**config.mk**
```make
export PLATFORM = sky130hd
export DESIGN_NAME = lif_spike_rate_encoder
export DESIGN_NICKNAME = d
export VERILOG_FILES = /design/src/rtl/lif_pkg.sv /design/src/rtl/lif_lfsr16.sv /design/src/rtl/lif_spike_rate_encoder.sv
export SDC_FILE = /design/constraint.sdc
export NUM_CORES = 1
export LEC_CHECK = 0
export CAP_MARGIN = 0
export CORE_UTILIZATION = 52
export DETAILED_ROUTE_END_ITERATION = 8
export PLACE_DENSITY = 0.7
export SYNTH_ARGS = -nofsm -noshare
export SYNTH_HDL_FRONTEND = slang
export SYNTH_SLANG_ARGS = --single-unit
```
**constraint.sdc**
```tcl
create_clock -name clk -period 5.3 [get_ports clk]
set_input_delay 0.795 -clock clk [delete_from_list [all_inputs] [get_ports clk]]
set_output_delay 0.795 -clock clk [all_outputs]
set_load 0.01 [all_outputs]
```
**src/rtl/lif_pkg.sv**
```systemverilog
// Shared types and constants for the LIF spike interface (encoder and neuron noise source).
package lif_pkg;

  typedef enum logic {MODE_DET = 1'b0, MODE_STOCH = 1'b1} mode_e;
  typedef enum logic {ST_IDLE = 1'b0, ST_RUN = 1'b1} state_e;

  // Right-shifting Fibonacci form: taps 16,14,13,11 land on bits 0,2,3,5.
  localparam logic [15:0] LFSR_TAPS     = 16'h002D;
  localparam logic [15:0] LFSR_SEED_DEF = 16'hACE1;

  function automatic logic [15:0] lfsr_step(input logic [15:0] q);
    return {^(q & LFSR_TAPS), q[15:1]};
  endfunction

endpackage

```
**src/rtl/lif_lfsr16.sv**
```systemverilog
// 16-bit maximal-length LFSR; advances one step on each edge with adv_i high.
module lif_lfsr16
  import lif_pkg::*;
#(
  parameter logic [15:0] SEED = LFSR_SEED_DEF
) (
  input  logic        clk,
  input  logic        rst_n,
  input  logic        adv_i,
  output logic [15:0] q_o
);

  logic [15:0] lfsr_q, lfsr_d;

  always_comb begin
    lfsr_d = lfsr_q;
    if (adv_i) lfsr_d = lfsr_step(lfsr_q);
  end

  always_ff @(posedge clk) begin
    if (!rst_n) lfsr_q <= SEED;
    else        lfsr_q <= lfsr_d;
  end

  assign q_o = lfsr_q;

endmodule

```
**src/rtl/lif_spike_rate_encoder.sv**
```systemverilog
// Turns an intensity into a spike train over a fixed window, either by phase
// accumulation (exact rate) or by LFSR comparison (Poisson-like).
module lif_spike_rate_encoder
  import lif_pkg::*;
#(
  parameter int          WIDTH     = 8,
  parameter int          WINDOW    = 256,
  parameter logic [15:0] LFSR_SEED = LFSR_SEED_DEF,
  localparam int         CW        = $clog2(WINDOW + 1)
) (
  input  logic             clk,
  input  logic             rst_n,
  input  logic             ena_i,
  input  logic [WIDTH-1:0] intensity_i,
  input  logic             mode_i,
  input  logic             start_i,
  output logic             spike_out_o,
  output logic             busy_o,
  output logic             done_o,
  output logic [CW-1:0]    spike_count_o
);

  localparam logic [15:0] LO_MASK = 16'((1 << WIDTH) - 1);

  state_e           state_q, state_d;
  mode_e            mode_q, mode_d;
  logic [WIDTH-1:0] level_q, level_d;
  logic [WIDTH-1:0] acc_q, acc_d;
  logic [CW-1:0]    win_cnt_q, win_cnt_d;
  logic [CW-1:0]    cnt_q, cnt_d;
  logic             spike_q, spike_d;
  logic             done_q, done_d;

  logic [15:0]      lfsr_q;
  logic             lfsr_adv;
  logic [WIDTH:0]   sum;
  logic             stoch_hit;
  logic             hit;

  lif_lfsr16 #(.SEED(LFSR_SEED)) u_lfsr (
    .clk   (clk),
    .rst_n (rst_n),
    .adv_i (lfsr_adv),
    .q_o   (lfsr_q)
  );

  assign sum       = {1'b0, acc_q} + {1'b0, level_q};
  assign stoch_hit = (lfsr_q & LO_MASK) < 16'(level_q);
  assign hit       = (mode_q == MODE_STOCH) ? stoch_hit : sum[WIDTH];

  always_comb begin
    state_d   = state_q;
    mode_d    = mode_q;
    level_d   = level_q;
    acc_d     = acc_q;
    win_cnt_d = win_cnt_q;
    cnt_d     = cnt_q;
    spike_d   = 1'b0;
    done_d    = 1'b0;
    lfsr_adv  = 1'b0;
    case (state_q)
      ST_IDLE: begin
        if (start_i && ena_i) begin
          level_d   = intensity_i;
          mode_d    = mode_e'(mode_i);
          acc_d     = '0;
          win_cnt_d = '0;
          cnt_d     = '0;
          state_d   = ST_RUN;
        end
      end
      ST_RUN: begin
        // ena low stretches the window: nothing advances, spike_out forced low.
        if (ena_i) begin
          lfsr_adv = 1'b1;
          spike_d  = hit;
          cnt_d    = cnt_q + CW'(hit);
          if (mode_q == MODE_DET) acc_d = sum[WIDTH-1:0];
          if (win_cnt_q == CW'(WINDOW - 1)) begin
            state_d = ST_IDLE;
            done_d  = 1'b1;
          end else begin
            win_cnt_d = win_cnt_q + 1'b1;
          end
        end
      end
      default: state_d = ST_IDLE;
    endcase
  end

  always_ff @(posedge clk) begin
    if (!rst_n) begin
      state_q   <= ST_IDLE;
      mode_q    <= MODE_DET;
      level_q   <= '0;
      acc_q     <= '0;
      win_cnt_q <= '0;
      cnt_q     <= '0;
      spike_q   <= 1'b0;
      done_q    <= 1'b0;
    end else begin
      state_q   <= state_d;
      mode_q    <= mode_d;
      level_q   <= level_d;
      acc_q     <= acc_d;
      win_cnt_q <= win_cnt_d;
      cnt_q     <= cnt_d;
      spike_q   <= spike_d;
      done_q    <= done_d;
    end
  end

  assign spike_out_o   = spike_q;
  assign busy_o        = (state_q == ST_RUN);
  assign done_o        = done_q;
  assign spike_count_o = cnt_q;

endmodule

```
==> flow_metrics.tcl <==
set metrics [dict create \
    syn_inst 321 \
    grt_first_pass_wirelength_mm 8.96 \
    intPower_uw 550 \
    hold_class "flop to flop" \
    placed_cells_incl_taps 399 \
    cts_resized 0 \
    cts_sinks 54 \
    clockBufferDepth 2 \
    sw_frac_of_total_pct 24.1 \
    synth-edff-count 0 \
    first_iter_violations 90 \
    synth-seq-area-share_pct 39.9 \
    fin_crit_ns 2.96 \
    fmax_mhz 338 \
    slew_viol_final 0 \
    hold_violations 0 \
    p_clk_share_pct 32.2 \
    core_um2 4880 \
    cts_setup_buffers 0 \
    holdBufCountCts 0 \
    die_x_um 74.2 \
    grt_overflow 0 \
    ys_async_sr_fraction_pct 0 \
    clk_pin_slew_ns 0.09 \
    met3WireLength_um 89 \
    tritoncts.num_buffers 5 \
    path_max_fanout 5 \
    nFillCells 450 \
    maxCapViolCount 0 \
    vias 2177 \
    fin_cells 407 \
    p_per_area_nw_per_um2 236 \
    power.switching_uw 174 \
    pwr-share-seq_pct 58.6 \
    worst_setup_path_start_kind "flop" \
    drtAntennaViolNets 0 \
    htreeDepth 2 \
    final-setup-viol-count 0 \
    syn_to_final_growth_pct 13.3 \
    rsz0062_at_grt "false" \
    clock-root-buffer "clkbuf_8" \
    n_antenna_cell 0 \
    io_pins 25 \
    wirelength_met1_mm 2.87 \
    wirelength_mm 5.38 \
    fin_nets 372 \
    ir_worst_vdd_mv 0.182 \
    clock_skew_ns 0.00255 \
    wire_per_inst_um 13.2 \
    total_power_uw 724 \
    avgSynthCellArea_um2 8.44 \
    grt_pass1_vias 1968 \
    wl_met2_mm 2.37 \
    ys_ff_latch 54 \
    path_class "flop to flop" \
    worst_setup_path_end_kind "flop" \
    whs_ns 0.472 \
    synth_area_um2 2710 \
    highest-signal-layer "met4" \
    cts_tree "yes" \
    antenna_found_initial 0 \
    initial_core_util_pct 55.5 \
    portBuffers 24 \
    synth_ff_type "dfxtp_1" \
    maxSlewHeadroom_pct 45.6 \
    gp_congestion 0.789 \
    yosys_warnings 0 \
    hpwl_mm 3.77 \
    tightest_slew_ns 0.816 \
    drive_gt1_share_pct 4.71 \
    post_synth_num_cell_types 45 \
    fin_tns_setup_ns 0 \
    dieArea_um2 5500 \
    grt_start_max_net_pins 46 \
    worstPathRequired_ns 5.53 \
    clk_latency_ns 0.30 \
    die_h_um 74.2 \
    cp.arrival_ns 3.19 \
    status "complete, no violations" \
    synth_nets 354 \
    grt_usage_pct 21.0 \
    fp-row-count 25 \
    fin_crit_sh_pct 55.8 \
    viasPerCell 5.35 \
    drcViolationCount 0 \
    dr.pass1.iters 4 \
    power_leakage_uw 0.00113 \
    pwr-share-comb_pct 9.2 \
]
==> critical path, stage by stage, from the launching register on <==
cell,delay (ns)
dfxtp_1,0.37
ha_1,0.22
inv_1,0.07
fa_1,0.40
nor2b_1,0.17
o31a_1,0.19
nor4_1,0.07
o22ai_1,0.24
ha_1,0.28
ha_1,0.29
nand4_1,0.14
or2_2,0.31
a21boi_0,0.16
==> per-stage QoR <==
step | cell area, um2 | utilization [%] | setup WS, ns
finish | 3070 | 62.9 | 2.34
global route | 3070 | 62.9 | 2.02
CTS | 3070 | 62.9 | 2.34
floorplan | 2710 | - | 2.82
global placement | 2980 | 61.1 | 2.26
detailed placement | 2980 | 61.1 | 2.23
==> layout make-up <==
class / instances / area [um2] / area share (%)
multi-input cells: 243 / 1530 / 49.8
flip-flops and latches: 54 / 1080 / 35.2
repair buffers: 25 / 248 / 8.07
clock buffers: 7 / 86.3 / 2.81
well taps: 67 / 83.8 / 2.73
inverters: 10 / 37.5 / 1.22
clock inverters: 1 / 5.00 / 0.163
==> routing by layer <==
| layer | vias to the layer above | global-route usage, % |
|---|---|---|
| met5 | - | 0 |
| met4 | 0 | 5.77 |
| met3 | 5 | 4.47 |
| met2 | 16 | 33.4 |
| met1 | 1004 | 28.8 |
| li1 | 1152 | - |
==> sequential cells by signal, summed over array words and instances (netlist names) <==
| signal | flops |
|---|---|
| u_lfsr.q_o | 16 |
| spike_count_o | 9 |
| win_cnt_q | 9 |
| acc_q | 8 |
| level_q | 8 |
| busy_o | 1 |
| done_o | 1 |
| mode_q | 1 |
| spike_out_o | 1 |
==> cells in the final DEF (no fill, tap or decap), types with 3 or more instances in the layout <==
| cell | count |
|---|---|
| nand2_1 | 65 |
| dfxtp_1 | 54 |
| a21boi_0 | 25 |
| clkdlybuf4s50_1 | 24 |
| nand3_1 | 20 |
| ha_1 | 19 |
| o21ai_0 | 12 |
| inv_1 | 10 |
| nor2_1 | 10 |
| nand4_1 | 9 |
| nor2b_1 | 9 |
| a21oi_1 | 8 |
| xnor2_1 | 6 |
| xor2_1 | 6 |
| clkbuf_8 | 6 |
| or2_2 | 4 |
| o21a_1 | 4 |
| or3_1 | 3 |
| nor4_1 | 3 |
| and3_1 | 3 |
| and2_1 | 3 |
| o211ai_1 | 3 |
==> Yosys cell counts (3+ instances only) <==
cell type   n  area, um2
nand2_1    65        244
dfxtp_1    54       1080
a21boi_0   25        188
nand3_1    20        100
ha_1       19        238
o21ai_0    12       60.1
inv_1      10       37.5
nor2_1     10       37.5
clkbuf_1    9       33.8
nand4_1     9       56.3
nor2b_1     9       56.3
a21oi_1     8       40.0
xnor2_1     6       52.6
xor2_1      6       52.6
buf_2       4       20.0
o21a_1      4       30.0
or2_2       4       25.0
and2_1      3       18.8
and3_1      3       18.8
nor4_1      3       18.8
o211ai_1    3       22.5
or3_1       3       18.8
==> power by group through the flow <==
stage / clock (uW) / combinational, uW / sequential (uW)
finish: 233 / 66.6 / 424
global route: 252 / 75.1 / 426
CTS: 242 / 67.2 / 424
detailed placement: 0 / 66.4 / 434
global placement: 0 / 65.4 / 434
floorplan: 0 / 47.8 / 430
==> cell families after synthesis <==
| group | Yosys count | share of synthesized area, % |
|---|---|---|
| AND/OR/NAND/NOR | 140 | 25.0 |
| AO/OA/AOI/OAI | 70 | 17.7 |
| flip-flops | 54 | 39.9 |
| buffers and inverters | 24 | 3.65 |
| adder cells (fa/ha/maj) | 20 | 9.51 |
| XOR/XNOR | 12 | 3.88 |
| multiplexers | 1 | 0.369 |
==> final timing paths <==
path              slack [ns]  cells past startpoint                            end                       start
setup / recovery        2.34                     12  spike_count_o[4]$_SDFFE_PN0P_     level_q[0]$_SDFFE_PN0P_
hold / removal          0.47                      2     u_lfsr.q_o[8]$_SDFFE_PN0P_  u_lfsr.q_o[8]$_SDFFE_PN0P_
setup reg to reg        2.34                     12  spike_count_o[4]$_SDFFE_PN0P_     level_q[0]$_SDFFE_PN0P_
hold reg to reg         0.47                      2     u_lfsr.q_o[8]$_SDFFE_PN0P_  u_lfsr.q_o[8]$_SDFFE_PN0P_
(Power assumes the default switching activity.)
